### src/rtl/fetch_pkg.sv
// Shared fetch-stage types and the opcode set understood by the control unit.
package fetch_pkg;

    localparam logic [6:0] OP_R    = 7'd51;
    localparam logic [6:0] OP_ADDI = 7'd19;
    localparam logic [6:0] OP_LD   = 7'd3;
    localparam logic [6:0] OP_SD   = 7'd35;
    localparam logic [6:0] OP_BEQ  = 7'd99;
    localparam logic [6:0] OP_BNE  = 7'd103;
    localparam logic [6:0] OP_LUI  = 7'd55;

    typedef enum logic [1:0] {
        StIdle  = 2'd0,
        StReq   = 2'd1,
        StDone  = 2'd2,
        StFault = 2'd3
    } fetch_state_e;

    typedef enum logic [1:0] {
        CauseNone     = 2'd0,
        CauseMisalign = 2'd1,
        CauseTimeout  = 2'd2
    } fault_cause_e;

    function automatic logic is_legal_op(input logic [6:0] op);
        return (op == OP_R)   || (op == OP_ADDI) || (op == OP_LD)  || (op == OP_SD) ||
               (op == OP_BEQ) || (op == OP_BNE)  || (op == OP_LUI);
    endfunction

endpackage

### src/rtl/instr_fetch_unit_if.sv
// Fetch command, instruction-memory and decoded-field signals of instr_fetch_unit.
interface instr_fetch_unit_if #(
    parameter int unsigned ADDR_W = 64
);
    logic              FETCH_START;
    logic [ADDR_W-1:0] PC_IN;
    logic              FAULT_CLR;
    logic              IMEM_REQ;
    logic [ADDR_W-1:0] IMEM_ADDR;
    logic              IMEM_ACK;
    logic [31:0]       IMEM_RDATA;
    logic [31:0]       IR31_0;
    logic [6:0]        IR6_0;
    logic [4:0]        IR11_7;
    logic [4:0]        IR19_15;
    logic [4:0]        IR24_20;
    logic [6:0]        FUNCT7;
    logic              IR_VALID;
    logic              ILLEGAL_OP;
    logic              BUSY;
    logic              FETCH_FAULT;
    logic [1:0]        FAULT_CAUSE;

    modport master (
        output FETCH_START, PC_IN, FAULT_CLR, IMEM_ACK, IMEM_RDATA,
        input  IMEM_REQ, IMEM_ADDR, IR31_0, IR6_0, IR11_7, IR19_15, IR24_20, FUNCT7,
        input  IR_VALID, ILLEGAL_OP, BUSY, FETCH_FAULT, FAULT_CAUSE
    );

    modport slave (
        input  FETCH_START, PC_IN, FAULT_CLR, IMEM_ACK, IMEM_RDATA,
        output IMEM_REQ, IMEM_ADDR, IR31_0, IR6_0, IR11_7, IR19_15, IR24_20, FUNCT7,
        output IR_VALID, ILLEGAL_OP, BUSY, FETCH_FAULT, FAULT_CAUSE
    );

endinterface

### src/rtl/fetch_timeout_ctr.sv
// Request-wait counter; o_expire flags the last permitted REQ cycle without an ack.
module fetch_timeout_ctr #(
    parameter int unsigned LIMIT = 15
) (
    input  logic CLK,
    input  logic RESET,
    input  logic i_clr,
    input  logic i_en,
    output logic o_expire
);

    localparam int unsigned CntW = $clog2(LIMIT + 1);

    logic [CntW-1:0] r_cnt;

    always_ff @(posedge CLK or posedge RESET) begin
        if (RESET) begin
            r_cnt <= '0;
        end else if (i_clr) begin
            r_cnt <= '0;
        end else if (i_en) begin
            r_cnt <= r_cnt + CntW'(1);
        end
    end

    // The count reaches LIMIT on the same edge the FSM leaves REQ.
    assign o_expire = i_en && (r_cnt == CntW'(LIMIT - 1));

endmodule

### src/rtl/instr_fetch_unit.sv
// Multicycle instruction fetch into the IR with misalignment fault reporting.
// Optional memory timeout fault enabled by defining FETCH_TIMEOUT_EN.
module instr_fetch_unit
    import fetch_pkg::*;
#(
    parameter int unsigned ADDR_W         = 64,
    parameter int unsigned TIMEOUT_CYCLES = 15
) (
    input logic                CLK,
    input logic                RESET,
    instr_fetch_unit_if.slave  bus
);

    fetch_state_e      r_state;
    fetch_state_e      w_state_next;
    logic [ADDR_W-1:0] r_addr;
    logic [31:0]       r_ir;
    logic              r_illegal;
    fault_cause_e      r_cause;

    logic w_start_ok;
    logic w_misalign;
    logic w_capture;
    logic w_timeout;
    logic w_clear;
    logic w_expire;
    logic w_in_req;

    assign w_in_req = (r_state == StReq);

`ifdef FETCH_TIMEOUT_EN
    fetch_timeout_ctr #(
        .LIMIT (TIMEOUT_CYCLES)
    ) u_timeout (
        .CLK      (CLK),
        .RESET    (RESET),
        .i_clr    (!w_in_req),
        .i_en     (w_in_req && !bus.IMEM_ACK),
        .o_expire (w_expire)
    );
`else
    logic w_tmo_unused;
    assign w_tmo_unused = ^TIMEOUT_CYCLES;
    assign w_expire     = 1'b0;
`endif

    always_comb begin
        w_state_next = r_state;
        w_start_ok   = 1'b0;
        w_misalign   = 1'b0;
        w_capture    = 1'b0;
        w_timeout    = 1'b0;
        w_clear      = 1'b0;
        unique case (r_state)
            StIdle: begin
                if (bus.FETCH_START) begin
                    if (bus.PC_IN[1:0] == 2'b00) begin
                        w_start_ok   = 1'b1;
                        w_state_next = StReq;
                    end else begin
                        w_misalign   = 1'b1;
                        w_state_next = StFault;
                    end
                end
            end
            StReq: begin
                // Ack takes priority over an expiry in the same cycle.
                if (bus.IMEM_ACK) begin
                    w_capture    = 1'b1;
                    w_state_next = StDone;
                end else if (w_expire) begin
                    w_timeout    = 1'b1;
                    w_state_next = StFault;
                end
            end
            StDone: begin
                w_state_next = StIdle;
            end
            StFault: begin
                if (bus.FAULT_CLR) begin
                    w_clear      = 1'b1;
                    w_state_next = StIdle;
                end
            end
            default: begin
                w_state_next = StIdle;
            end
        endcase
    end

    always_ff @(posedge CLK or posedge RESET) begin
        if (RESET) begin
            r_state <= StIdle;
        end else begin
            r_state <= w_state_next;
        end
    end

    always_ff @(posedge CLK or posedge RESET) begin
        if (RESET) begin
            r_addr    <= '0;
            r_ir      <= '0;
            r_illegal <= 1'b0;
            r_cause   <= CauseNone;
        end else begin
            if (w_start_ok) begin
                r_addr <= bus.PC_IN;
            end
            if (w_capture) begin
                r_ir      <= bus.IMEM_RDATA;
                r_illegal <= !is_legal_op(bus.IMEM_RDATA[6:0]);
            end
            if (w_misalign) begin
                r_cause <= CauseMisalign;
            end else if (w_timeout) begin
                r_cause <= CauseTimeout;
            end else if (w_clear) begin
                r_cause <= CauseNone;
            end
        end
    end

    assign bus.IMEM_REQ    = w_in_req;
    assign bus.IMEM_ADDR   = r_addr;
    assign bus.IR31_0      = r_ir;
    assign bus.IR6_0       = r_ir[6:0];
    assign bus.IR11_7      = r_ir[11:7];
    assign bus.IR19_15     = r_ir[19:15];
    assign bus.IR24_20     = r_ir[24:20];
    assign bus.FUNCT7      = r_ir[31:25];
    assign bus.IR_VALID    = (r_state == StDone);
    assign bus.ILLEGAL_OP  = r_illegal;
    assign bus.BUSY        = (r_state != StIdle);
    assign bus.FETCH_FAULT = (r_state == StFault);
    assign bus.FAULT_CAUSE = r_cause;

endmodule

### src/flat_wrapper.sv
// flat-port wrapper written by rule: the top's interface ports become plain ports
module instr_fetch_unit_flat import fetch_pkg::*;
#(
    parameter int unsigned ADDR_W         = 64,
    parameter int unsigned TIMEOUT_CYCLES = 15
)
  (CLK, RESET, bus_FETCH_START, bus_PC_IN, bus_FAULT_CLR, bus_IMEM_ACK, bus_IMEM_RDATA, bus_IMEM_REQ, bus_IMEM_ADDR, bus_IR31_0, bus_IR6_0, bus_IR11_7, bus_IR19_15, bus_IR24_20, bus_FUNCT7, bus_IR_VALID, bus_ILLEGAL_OP, bus_BUSY, bus_FETCH_FAULT, bus_FAULT_CAUSE);
  instr_fetch_unit_if #(.ADDR_W(ADDR_W)) bus_i ();
  input logic CLK;
  input logic RESET;
  input wire logic [$bits(bus_i.FETCH_START)-1:0] bus_FETCH_START;
  input wire logic [$bits(bus_i.PC_IN)-1:0] bus_PC_IN;
  input wire logic [$bits(bus_i.FAULT_CLR)-1:0] bus_FAULT_CLR;
  input wire logic [$bits(bus_i.IMEM_ACK)-1:0] bus_IMEM_ACK;
  input wire logic [$bits(bus_i.IMEM_RDATA)-1:0] bus_IMEM_RDATA;
  output wire logic [$bits(bus_i.IMEM_REQ)-1:0] bus_IMEM_REQ;
  output wire logic [$bits(bus_i.IMEM_ADDR)-1:0] bus_IMEM_ADDR;
  output wire logic [$bits(bus_i.IR31_0)-1:0] bus_IR31_0;
  output wire logic [$bits(bus_i.IR6_0)-1:0] bus_IR6_0;
  output wire logic [$bits(bus_i.IR11_7)-1:0] bus_IR11_7;
  output wire logic [$bits(bus_i.IR19_15)-1:0] bus_IR19_15;
  output wire logic [$bits(bus_i.IR24_20)-1:0] bus_IR24_20;
  output wire logic [$bits(bus_i.FUNCT7)-1:0] bus_FUNCT7;
  output wire logic [$bits(bus_i.IR_VALID)-1:0] bus_IR_VALID;
  output wire logic [$bits(bus_i.ILLEGAL_OP)-1:0] bus_ILLEGAL_OP;
  output wire logic [$bits(bus_i.BUSY)-1:0] bus_BUSY;
  output wire logic [$bits(bus_i.FETCH_FAULT)-1:0] bus_FETCH_FAULT;
  output wire logic [$bits(bus_i.FAULT_CAUSE)-1:0] bus_FAULT_CAUSE;
  assign bus_i.FETCH_START = bus_FETCH_START;
  assign bus_i.PC_IN = bus_PC_IN;
  assign bus_i.FAULT_CLR = bus_FAULT_CLR;
  assign bus_i.IMEM_ACK = bus_IMEM_ACK;
  assign bus_i.IMEM_RDATA = bus_IMEM_RDATA;
  assign bus_IMEM_REQ = bus_i.IMEM_REQ;
  assign bus_IMEM_ADDR = bus_i.IMEM_ADDR;
  assign bus_IR31_0 = bus_i.IR31_0;
  assign bus_IR6_0 = bus_i.IR6_0;
  assign bus_IR11_7 = bus_i.IR11_7;
  assign bus_IR19_15 = bus_i.IR19_15;
  assign bus_IR24_20 = bus_i.IR24_20;
  assign bus_FUNCT7 = bus_i.FUNCT7;
  assign bus_IR_VALID = bus_i.IR_VALID;
  assign bus_ILLEGAL_OP = bus_i.ILLEGAL_OP;
  assign bus_BUSY = bus_i.BUSY;
  assign bus_FETCH_FAULT = bus_i.FETCH_FAULT;
  assign bus_FAULT_CAUSE = bus_i.FAULT_CAUSE;
  instr_fetch_unit #(.ADDR_W(ADDR_W), .TIMEOUT_CYCLES(TIMEOUT_CYCLES)) u_core (.CLK(CLK), .RESET(RESET), .bus(bus_i));
endmodule
### config.mk
export PLATFORM = sky130hd
export DESIGN_NAME = instr_fetch_unit_flat
export DESIGN_NICKNAME = d
export VERILOG_FILES = /design/src/rtl/fetch_pkg.sv /design/src/rtl/instr_fetch_unit_if.sv /design/src/rtl/fetch_timeout_ctr.sv /design/src/rtl/instr_fetch_unit.sv /design/src/flat_wrapper.sv
export SDC_FILE = /design/constraint.sdc
export NUM_CORES = 1
export LEC_CHECK = 0
export CORE_MARGIN = 4
export CORE_UTILIZATION = 42
export DETAILED_ROUTE_END_ITERATION = 16
export GPL_ROUTABILITY_DRIVEN = 0
export HOLD_SLACK_MARGIN = 0.05
export PLACE_DENSITY = 0.85
export REMOVE_ABC_BUFFERS = 1
export SYNTH_ARGS = -nofsm -noshare
export SYNTH_HDL_FRONTEND = slang
export SYNTH_SLANG_ARGS = --single-unit
### constraint.sdc
create_clock -name CLK -period 7.45 [get_ports CLK]
set_input_delay 1.49 -clock CLK [delete_from_list [all_inputs] [get_ports CLK]]
set_output_delay 1.49 -clock CLK [all_outputs]
set_load 0.02 [all_outputs]
==> summary.txt <==
Synthesis
  • Compound-Gate Fraction of Synth Area: 0.0124
  • Synthesis-stage register bit count: 100
  • Synth Area in XOR/XNOR: 0
  • Share of Yosys cell area claimed by the top area cell type: 0.576
  • Average instance area after synthesis: between 15 and 20 um2
  • Synthesized-area fraction occupied by adder cells: 0
  • Fraction of synthesized area in multiplexers: 0.294
  • Cell type contributing the most total cell area after synthesis: sky130_fd_sc_hd__dfrtp_1
  • Main combinational cell family by area after synthesis: multiplexers
  • Cells taking the most area after synthesis: sky130_fd_sc_hd__dfrtp_1 (58%), sky130_fd_sc_hd__mux2_4 (20%), sky130_fd_sc_hd__mux2_2 (9.3%), sky130_fd_sc_hd__buf_4 (5.2%), sky130_fd_sc_hd__buf_12 (2.8%)
  • Ys Warns: 0
  • Fraction of the mapped netlist area in simple logic gates: 0.0245
  • Post-synthesis instance area: 4340 um2
  • Post-synth cell types: 24
  • Fraction of the yosys area taken by sequential cells: 0.576
  • Cells after Synth: 264

Worst setup path
  • Cell type of the slowest stage on the worst timing path: sky130_fd_sc_hd__buf_4
  • Setup crit end kind: flop
  • Maximum fanout count along the critical path: 64
  • Element type at the critical path start: primary input
  • Category of the critical setup timing path: in2reg
  • Critical path required time: just under 8 ns
  • Slowest stage delay, CP: approximately 0.82 ns
  • Cells traversed along the worst timing path: clkdlybuf4s50_1 > or2_4 > nor3b_4 > buf_4 > mux2_2
  • Endpoint arrival time on the critical path: around 3.7 ns

Clock tree
  • Cts bufs inserted: 9
  • Clock-pin slew on the worst setup and hold paths: around 0.09 ns
  • Clock Tree Root: sky130_fd_sc_hd__clkbuf_8
  • Post-cts repair resize count: 0
  • Hold-fix buffers, CTS: 0
  • Number of H-tree levels: 3
  • Clock latency at the later pin of the worst-skew pair: between 0.3 and 0.4 ns
  • Number of clock sinks: 100
  • Post-CTS setup-driven buffer insertion count: 0
  • Clock tree from TritonCTS: built
  • CTS max path bufs: 2

Finish
  • Most used cells in the layout excluding fill and tap cells: sky130_fd_sc_hd__clkdlybuf4s50_1 (231), sky130_fd_sc_hd__dfrtp_1 (100), sky130_fd_sc_hd__mux2_4 (58), sky130_fd_sc_hd__mux2_2 (36), sky130_fd_sc_hd__clkbuf_8 (12)
  • Share of cells above drive strength 1: 0.244
  • Post-layout utilization of the core: 0.670
  • Synthesis-to-layout area growth: 52.9%
  • Net count of the finished layout: between 500 and 600
  • Diodes inserted: 0
  • Commonest non-fill, non-tap cell in the layout: sky130_fd_sc_hd__clkdlybuf4s50_1

STA
  • Count of final setup violators: 0
  • Final Max Tran Viols: 0
  • Number of endpoints with negative hold slack in the final report: 0
  • Max-Slew Margin vs Limit: 0.271
  • Upper clock frequency limit: a little under 0.3 GHz
  • Setup repair after global routing missed its margin: no
  • Slew at the pin closest to its max-slew limit: 1.09 ns
  • Portion of the clock cycle consumed by the worst path in the final layout: 0.458
  • Largest clock skew in the final design: ~0.012 ns
  • Final setup TNS: 0 ns
  • Min cycle time layout: 3.42 ns

Detailed routing
  • Final wirelength: roughly 10000 um
  • DR DRC count: 0
  • Antenna-violating nets left: 0
  • Post-detailed-route wirelength per cell: 17.3 um
  • Violation count after the first detailed-routing iteration: 84
  • DR pass1 iterations: 4
  • Via count: 2753
  • Vias per std cell: 4.56

Floorplan
  • Die extent in x: between 100 and 150 um
  • Num rows: 36
  • Die ar.: 12000 um2
  • CORE AREA: between 9000 and 10000 um2
  • Vertical die dimension: approximately 110 um
  • Top-level port count: between 200 and 250
  • Initial core utilization: 0.438

Placed design
  • Detailed Place HPWL: ~8100 um
  • Port Buf Inserts: about 230

Pwr
  • Power per Cell Area: roughly 450 nW/um2
  • Peak supply drop: 0.000227 V
  • Leakage component of the power: 2.84 nW

Global route
  • Total routing usage reported by global routing: 0.171
  • First-pass GRT wire length: about 16000 um
  • Largest net degree at the start of global routing: 65
  • Remaining global-route overflow: 0
  • Vias in the first global route: ~2.9k
  • Initial antenna violation count: 0

Flow run
  • Count of max-cap constraint violations: 0

Min path
  • Hold Path Class: reg2reg

Status
  • Result of the run: finished, final reports clean
==> worst max-delay path, delay by kind of cell <==
| family | cells | cell delay [ns] |
|---|---|---|
| simple gates | 2 | 0.46 |
| buf+inv | 2 | 1.22 |
| mux | 1 | 0.42 |
==> final timing paths <==
check | startpoint | end | slack [ns] | cells past startpoint
min | u_core.bus.ILLEGAL_OP | u_core.bus.ILLEGAL_OP | 0.49 | 2
min reg2reg | u_core.bus.ILLEGAL_OP | u_core.bus.ILLEGAL_OP | 0.49 | 2
min in group asynchronous | RESET | u_core.bus.IMEM_ADDR[28] | 1.56 | 2
max reg2reg | u_core.r_state[0] | u_core.bus.IMEM_ADDR[61] | 5.17 | 4
max in group asynchronous | RESET | u_core.bus.IMEM_ADDR[3] | 4.79 | 3
max | bus_PC_IN[0] | u_core.bus.IMEM_ADDR[61] | 4.03 | 5
==> sequential cells by signal (all words and copies together), names as in the netlist <==
register                cells
u_core.bus.IMEM_ADDR       64
u_core.r_state              2
u_core.bus.ILLEGAL_OP       1
u_core.bus.FAULT_CAUSE      1
u_core.bus.IR31_0          32
==> metrics by stage <==
step / hold WS, ns / cells / worst slack (ns) / instance area [um2] / power (mW)
3_5_place_dp: 0.476 / 588 / 3.67 / 6460 / 2.72
3_3_place_gp: 0.469 / 588 / 3.70 / 6460 / 2.68
2_1_floorplan: 0.553 / 222 / 1.24 / 3950 / 1.84
4_1_cts: 0.496 / 604 / 4.04 / 6640 / 3.05
6_report: 0.489 / 604 / 4.03 / 6640 / 3.02
5_1_grt: 0.528 / 604 / 3.98 / 6640 / 3.18
==> kinds of logic (layout without fill, tap and decap cells) <==
kind of cell | after synthesis | count (layout)
compound gates | 9 | 9
mux | 94 | 94
other cells | 1 | 1
buf+inv | 45 | 252
simple gates | 15 | 15
flops | 100 | 100
==> per-layer routing <==
layer	vias to the layer above	track usage	routed length, um
met5	-	0	0
met4	0	0.0659	166
met3	14	0.0446	905
met2	140	0.282	5250
met1	1325	0.216	4120
li1	1274	-	-
==> synth_stat cells, drive strengths merged <==
cell type  instances
conb               1
nor2b              5
or2                2
mux2              94
nand2b             1
clkbuf             1
nand2              4
o21ai              2
nand3b             2
dfrtp            100
a22oi              1
o22ai              2
nor3b              1
inv                3
a221oi             1
a21oi              3
buf               41
==> power breakdown <==
group / switching, mW / leakage (nW) / internal (mW)
Combinational: 0.745 / 1.54 / 0.952
Sequential: 0.189 / 1.20 / 0.812
Clock: 0.169 / 0.0937 / 0.149
Total: 1.10 / 2.84 / 1.91
==> area by class of cell <==
cell class | count | area (um2)
clock buffers | 15 | 176
repair buffers | 233 | 2330
fillers | 701 | 3270
multi-input cells | 119 | 1450
flip-flops and latches | 100 | 2500
clock inverters | 1 | 5.00
well taps | 133 | 166
inverters | 3 | 13.8
(Power assumes the default switching activity.)
==> RTL edit 1: new RTL, config.mk and constraints unchanged <==
Re-encode `fetch_state_e` (4 states) as Gray code, 2 bits wide.
--- a/src/rtl/fetch_pkg.sv
+++ b/src/rtl/fetch_pkg.sv
@@ -11,8 +11,8 @@
 
     typedef enum logic [1:0] {
-        StIdle  = 2'd0,
-        StReq   = 2'd1,
-        StDone  = 2'd2,
-        StFault = 2'd3
+        StIdle  = 2'b00,
+        StReq   = 2'b01,
+        StDone  = 2'b11,
+        StFault = 2'b10
     } fetch_state_e;
 
Check against the original RTL: same outputs for any inputs over 10 cycles, from zero or initial values and one cycle with RESET high; not proved beyond that.
==> RTL edit 1 against the unedited design <==
- final cell count shrank 0.17%
- area after synthesis fell by 1.7%
- cell area fell by 0.25%
- setup slack improved by 210 ps
- combinational power shrank 4%
- maximum frequency grew 6.5%
- sequential cell count unchanged
- utilization is 0.45 points higher
- wire length is 4.5% higher
- register-to-register slack better by 160 ps
- sequential share of layout area grew 0.093 points
- power is 2.9% lower
- critical path depth shrank 3
- highest routed layer unchanged
==> RTL edit 1: results (changes against the unedited design) <==
- Static leakage: 0.002992 uW (+5.4%)
- Deepest level of the CTS H-tree: 3 (unchanged)
- Ratio of cells with drive above 1 in the final layout: 24.47% (+0.052 points)
- Post-detailed-placement half-perimeter wirelength: 8.551 mm (+5.2%)
- Clock Skews: 17.20 ps (+4.882 ps)
- Cell total after placement: 587 (-0.17%)
- Detailed route wirelength on metal3: 1.309 mm (+45%)
- Mean post-synth cell area: 16.36 sq um (-0.54%)
- Maximum number of pins on one net before global-route repair: 65 (unchanged)
- Antenna violations before repair: 0 (unchanged)
- Final net count: 566 (-0.18%)
- Detailed-router iteration count before antenna repair: 4 (unchanged)
- Worst-path clk slew: 100 ps
- Count of flip-flops with a built-in enable after synthesis: 0 (unchanged)
- Fraction of the mapped netlist area in compound gates: 1.231% (-0.0082 points)
- Root Driver: sky130_fd_sc_hd__clkbuf_8
- GR Util met2: 33.10% (+4.9 points)
- Worst min path class: flip-flop to flip-flop
- Routed wire length: 10.91 mm (+4.5%)
- Per-cell via count in the routed design: 4.682 (+2.7%)
- Most frequent cells after synthesis: sky130_fd_sc_hd__dfrtp_1 (100), sky130_fd_sc_hd__mux2_4 (58), sky130_fd_sc_hd__mux2_2 (36)
- Worst EP arrival: 1720 ps (-1930 ps)
- Vias in the first global route: 3132 (+8.2%)
- Met2 wire length: 5.649 mm (+7.6%)
- Met3 GRT Util: 7.282% (+2.8 points)
- Netlist cell types: 24 (unchanged)
- Filler cell count in the final layout: 724 (+3.3%)
- Via Count: 2823 (+2.5%)
- Relative max-transition margin: 27.06% (about the same)
- Adder and majority gate portion of the synthesized area: 0% (unchanged)
- Number of buffers between clock root and the deepest sink: 2 (unchanged)
- Flip-flop count of the largest register, all copies and words added: 64 (unchanged)
- Overall fraction of global-route tracks in use: 18.17% (+1.1 points)
- Worst-case setup slack after placement: 3906 ps (+238.4 ps)
- Met1 track demand over resource: 19.04% (-2.6 points)
- Register area share after synthesis: 58.62% (+0.98 points)
- Result of the run: completed
- Cell types occupying the most area after synthesis: sky130_fd_sc_hd__dfrtp_1 (59%), sky130_fd_sc_hd__mux2_4 (20%), sky130_fd_sc_hd__mux2_2 (9.5%), sky130_fd_sc_hd__buf_4 (5.6%), sky130_fd_sc_hd__buf_6 (1.6%)
- Synth warn: 0 (unchanged)
- Number of violations reported at the end of detailed-routing iteration 0: 78 (-7.1%)
- Share of cell area taken by muxes after synthesis: 29.89% (+0.50 points)
- Number of diodes added for antenna fixing: 0 (unchanged)
- Critical Path Fanout Max: 10 (-84%)
- Global-route wire length before repair: 16.44 mm (+6.0%)
- Top layer used by detailed routing: met4
- Post-Synth XOR/XNOR Area: 0.2052% (+0.21 points)
- Post-route met1 wirelength: 3.830 mm (-7.0%)
==> RTL edit 1: critical path, stage by stage (launching register included) <==
cell                              delay (ps)
sky130_fd_sc_hd__dfrtp_1                 540
sky130_fd_sc_hd__and2_1                  190
sky130_fd_sc_hd__clkdlybuf4s50_1         620
==> RTL edit 1: metrics by stage <==
step,util (%),power [uW],area (sq um)
6_report,67.43,2928,6621
4_1_cts,67.43,2966,6621
3_3_place_gp,65.66,2603,6447
5_1_grt,67.43,3073,6621
3_5_place_dp,65.66,2641,6447
2_1_floorplan,-,1777,3951
==> RTL edit 1: cell type report <==
cell class / instances / area (sq um) / share of cell area, %
well taps: 133 / 166.4 / 2.513
flip-flops and latches: 100 / 2502 / 37.79
inverters: 3 / 13.76 / 0.2079
clock inverters: 6 / 46.29 / 0.6992
clock buffers: 10 / 127.6 / 1.927
multi-input cells: 118 / 1438 / 21.71
repair buffers: 233 / 2327 / 35.15
==> RTL edit 1: power by group <==
part           internal [uW]  leakage, uW  switching, uW  total [uW]
Clock                    124    0.0000833            189         314
Combinational            912      0.00169            715        1630
Sequential               804      0.00121            183         987
Total                   1840      0.00299           1090        2930
==> RTL edit 1: path summary, 6_finish.rpt <==
kind,slack (ps),from,endpoint,cells past startpoint
setup / recovery,4240,u_core.r_state[0],bus_IR_VALID,2
hold / removal,500,u_core.bus.IMEM_ADDR[1],u_core.bus.IMEM_ADDR[1],1
setup reg to reg,5330,u_core.r_state[0],u_core.bus.IMEM_ADDR[60],4
hold reg to reg,500,u_core.bus.IMEM_ADDR[1],u_core.bus.IMEM_ADDR[1],1
max in group asynchronous,4770,RESET,u_core.bus.IMEM_ADDR[21],3
min in group asynchronous,1540,RESET,u_core.bus.IR31_0[7],2
==> RTL edit 2: new RTL, same flow settings <==
Made on the original files. Add a define of `FETCH_TIMEOUT_EN`.
--- a/src/rtl/instr_fetch_unit.sv
+++ b/src/rtl/instr_fetch_unit.sv
@@ -1,4 +1,6 @@
 // Multicycle instruction fetch into the IR with misalignment fault reporting.
 // Optional memory timeout fault enabled by defining FETCH_TIMEOUT_EN.
+`define FETCH_TIMEOUT_EN
+
 module instr_fetch_unit
     import fetch_pkg::*;
Function: same outputs for any inputs over 10 cycles, from zero or initial values and one cycle with RESET high; that may be too few to reach the edited logic, so the function may still have changed.
==> RTL edit 2 against the unedited design <==
- sequential cell count is 5 higher
- area after synthesis is 4.4% higher
- power is 1.7% higher
- critical path type is now flip-flop to primary output
- wire length rose by 5.1%
- cell area grew 4.0%
- setup slack gained 93 ps
- synthesized cell count increased by 8.0%
- first-iteration DRC count is 4.8% higher
==> RTL edit 2: results (changes against the unedited design) <==
- Netlist cell types: 30 (+25%)
- Clock Skews: 16.12 ps (+3.801 ps)
- Count of inverters not on the clock network in the layout: 4 (+1)
- Via Count: 2939 (+6.8%)
- FF+latch count, synth: 105 (+5.0%)
- Most frequent cells after synthesis: sky130_fd_sc_hd__dfrtp_1 (105), sky130_fd_sc_hd__mux2_4 (58), sky130_fd_sc_hd__mux2_2 (36)
- Ratio of cells with drive above 1 in the final layout: 23.73% (-0.68 points)
- Cell types occupying the most area after synthesis: sky130_fd_sc_hd__dfrtp_1 (58%), sky130_fd_sc_hd__mux2_4 (19%), sky130_fd_sc_hd__mux2_2 (8.9%), sky130_fd_sc_hd__buf_4 (4.8%), sky130_fd_sc_hd__buf_6 (1.7%)
- Post-route met1 wirelength: 4.269 mm (+3.6%)
- F_max: 301.0 MHz (+2.8%)
- Global-route wire length before repair: 17.34 mm (+12%)
- Slowest stage delay, CP: 600 ps (-220 ps)
- Port bufs: 232 (+0.43%)
- Share of final layout cell area taken by non-clock buffers: 33.76% (-1.3 points)
- Synth Cell Area: 4531 sq um (+4.4%)
- Critical Path Fanout Max: 10 (-84%)
- Fraction of area in registers: 38.08% (+0.38 points)
- Detailed route wirelength on metal3: 1.029 mm (+14%)
- Clock buffers and inverters, area share: 2.738% (+0.0047 points)
- Critical Path Slowest Stage Cell: sky130_fd_sc_hd__clkdlybuf4s50_1
- Number of multi-input logic gates: 135 (+13%)
- Worst-case setup slack after placement: 3891 ps (+223.8 ps)
- Switching power: 1129 uW (+2.4%)
- Adder and majority gate portion of the synthesized area: 0.5523% (+0.55 points)
- Relative max-transition margin: 24.87% (-2.2 points)
- Result of the run: completed
- Detail-routed net length per standard cell: 17.45 microns (+0.92%)
- Sum of internal, switching and leakage power: 3067 uW (+1.7%)
- Overall fraction of global-route tracks in use: 17.26% (+0.16 points)
- Met3 GRT Util: 6.793% (+2.3 points)
- Placed cell area: 6711 sq um (+4.0%)
- Total non-filler cell area in the finished layout: 6900 sq um (+4.0%)
- Static leakage: 0.003113 uW (+9.7%)
- Worst-case register-to-register setup slack: 5330 ps (+160 ps)
- Routed wire length: 10.97 mm (+5.1%)
- Fraction of the mapped netlist area in compound gates: 1.105% (-0.13 points)
- Met1 track demand over resource: 19.56% (-2.0 points)
- Maximum vdd drop: 0.2254 mV (-0.84%)
- Register area share after synthesis: 58.00% (+0.36 points)
RTL edit 2: changes by cell type after synthesis, sizes merged, moves of 2 or more:
cell	before	now
and2	0	3
o22ai	2	0
dfrtp	100	105
nand3	0	2
ha	0	2
nor2	0	7
xor2	0	3
o21ai	2	0
RTL edit 2: worst paths after layout:
check                                      endpoint                     from  depth (start not counted)
max in group asynchronous  u_core.bus.IMEM_ADDR[36]                    RESET                          3
hold reg to reg             u_core.bus.IMEM_ADDR[1]  u_core.bus.IMEM_ADDR[1]                          1
min in group asynchronous  u_core.bus.IMEM_ADDR[19]                    RESET                          2
hold / removal              u_core.bus.IMEM_ADDR[1]  u_core.bus.IMEM_ADDR[1]                          1
setup reg to reg           u_core.bus.IMEM_ADDR[26]        u_core.r_state[0]                          3
setup / recovery                       bus_IMEM_REQ        u_core.r_state[1]                          3
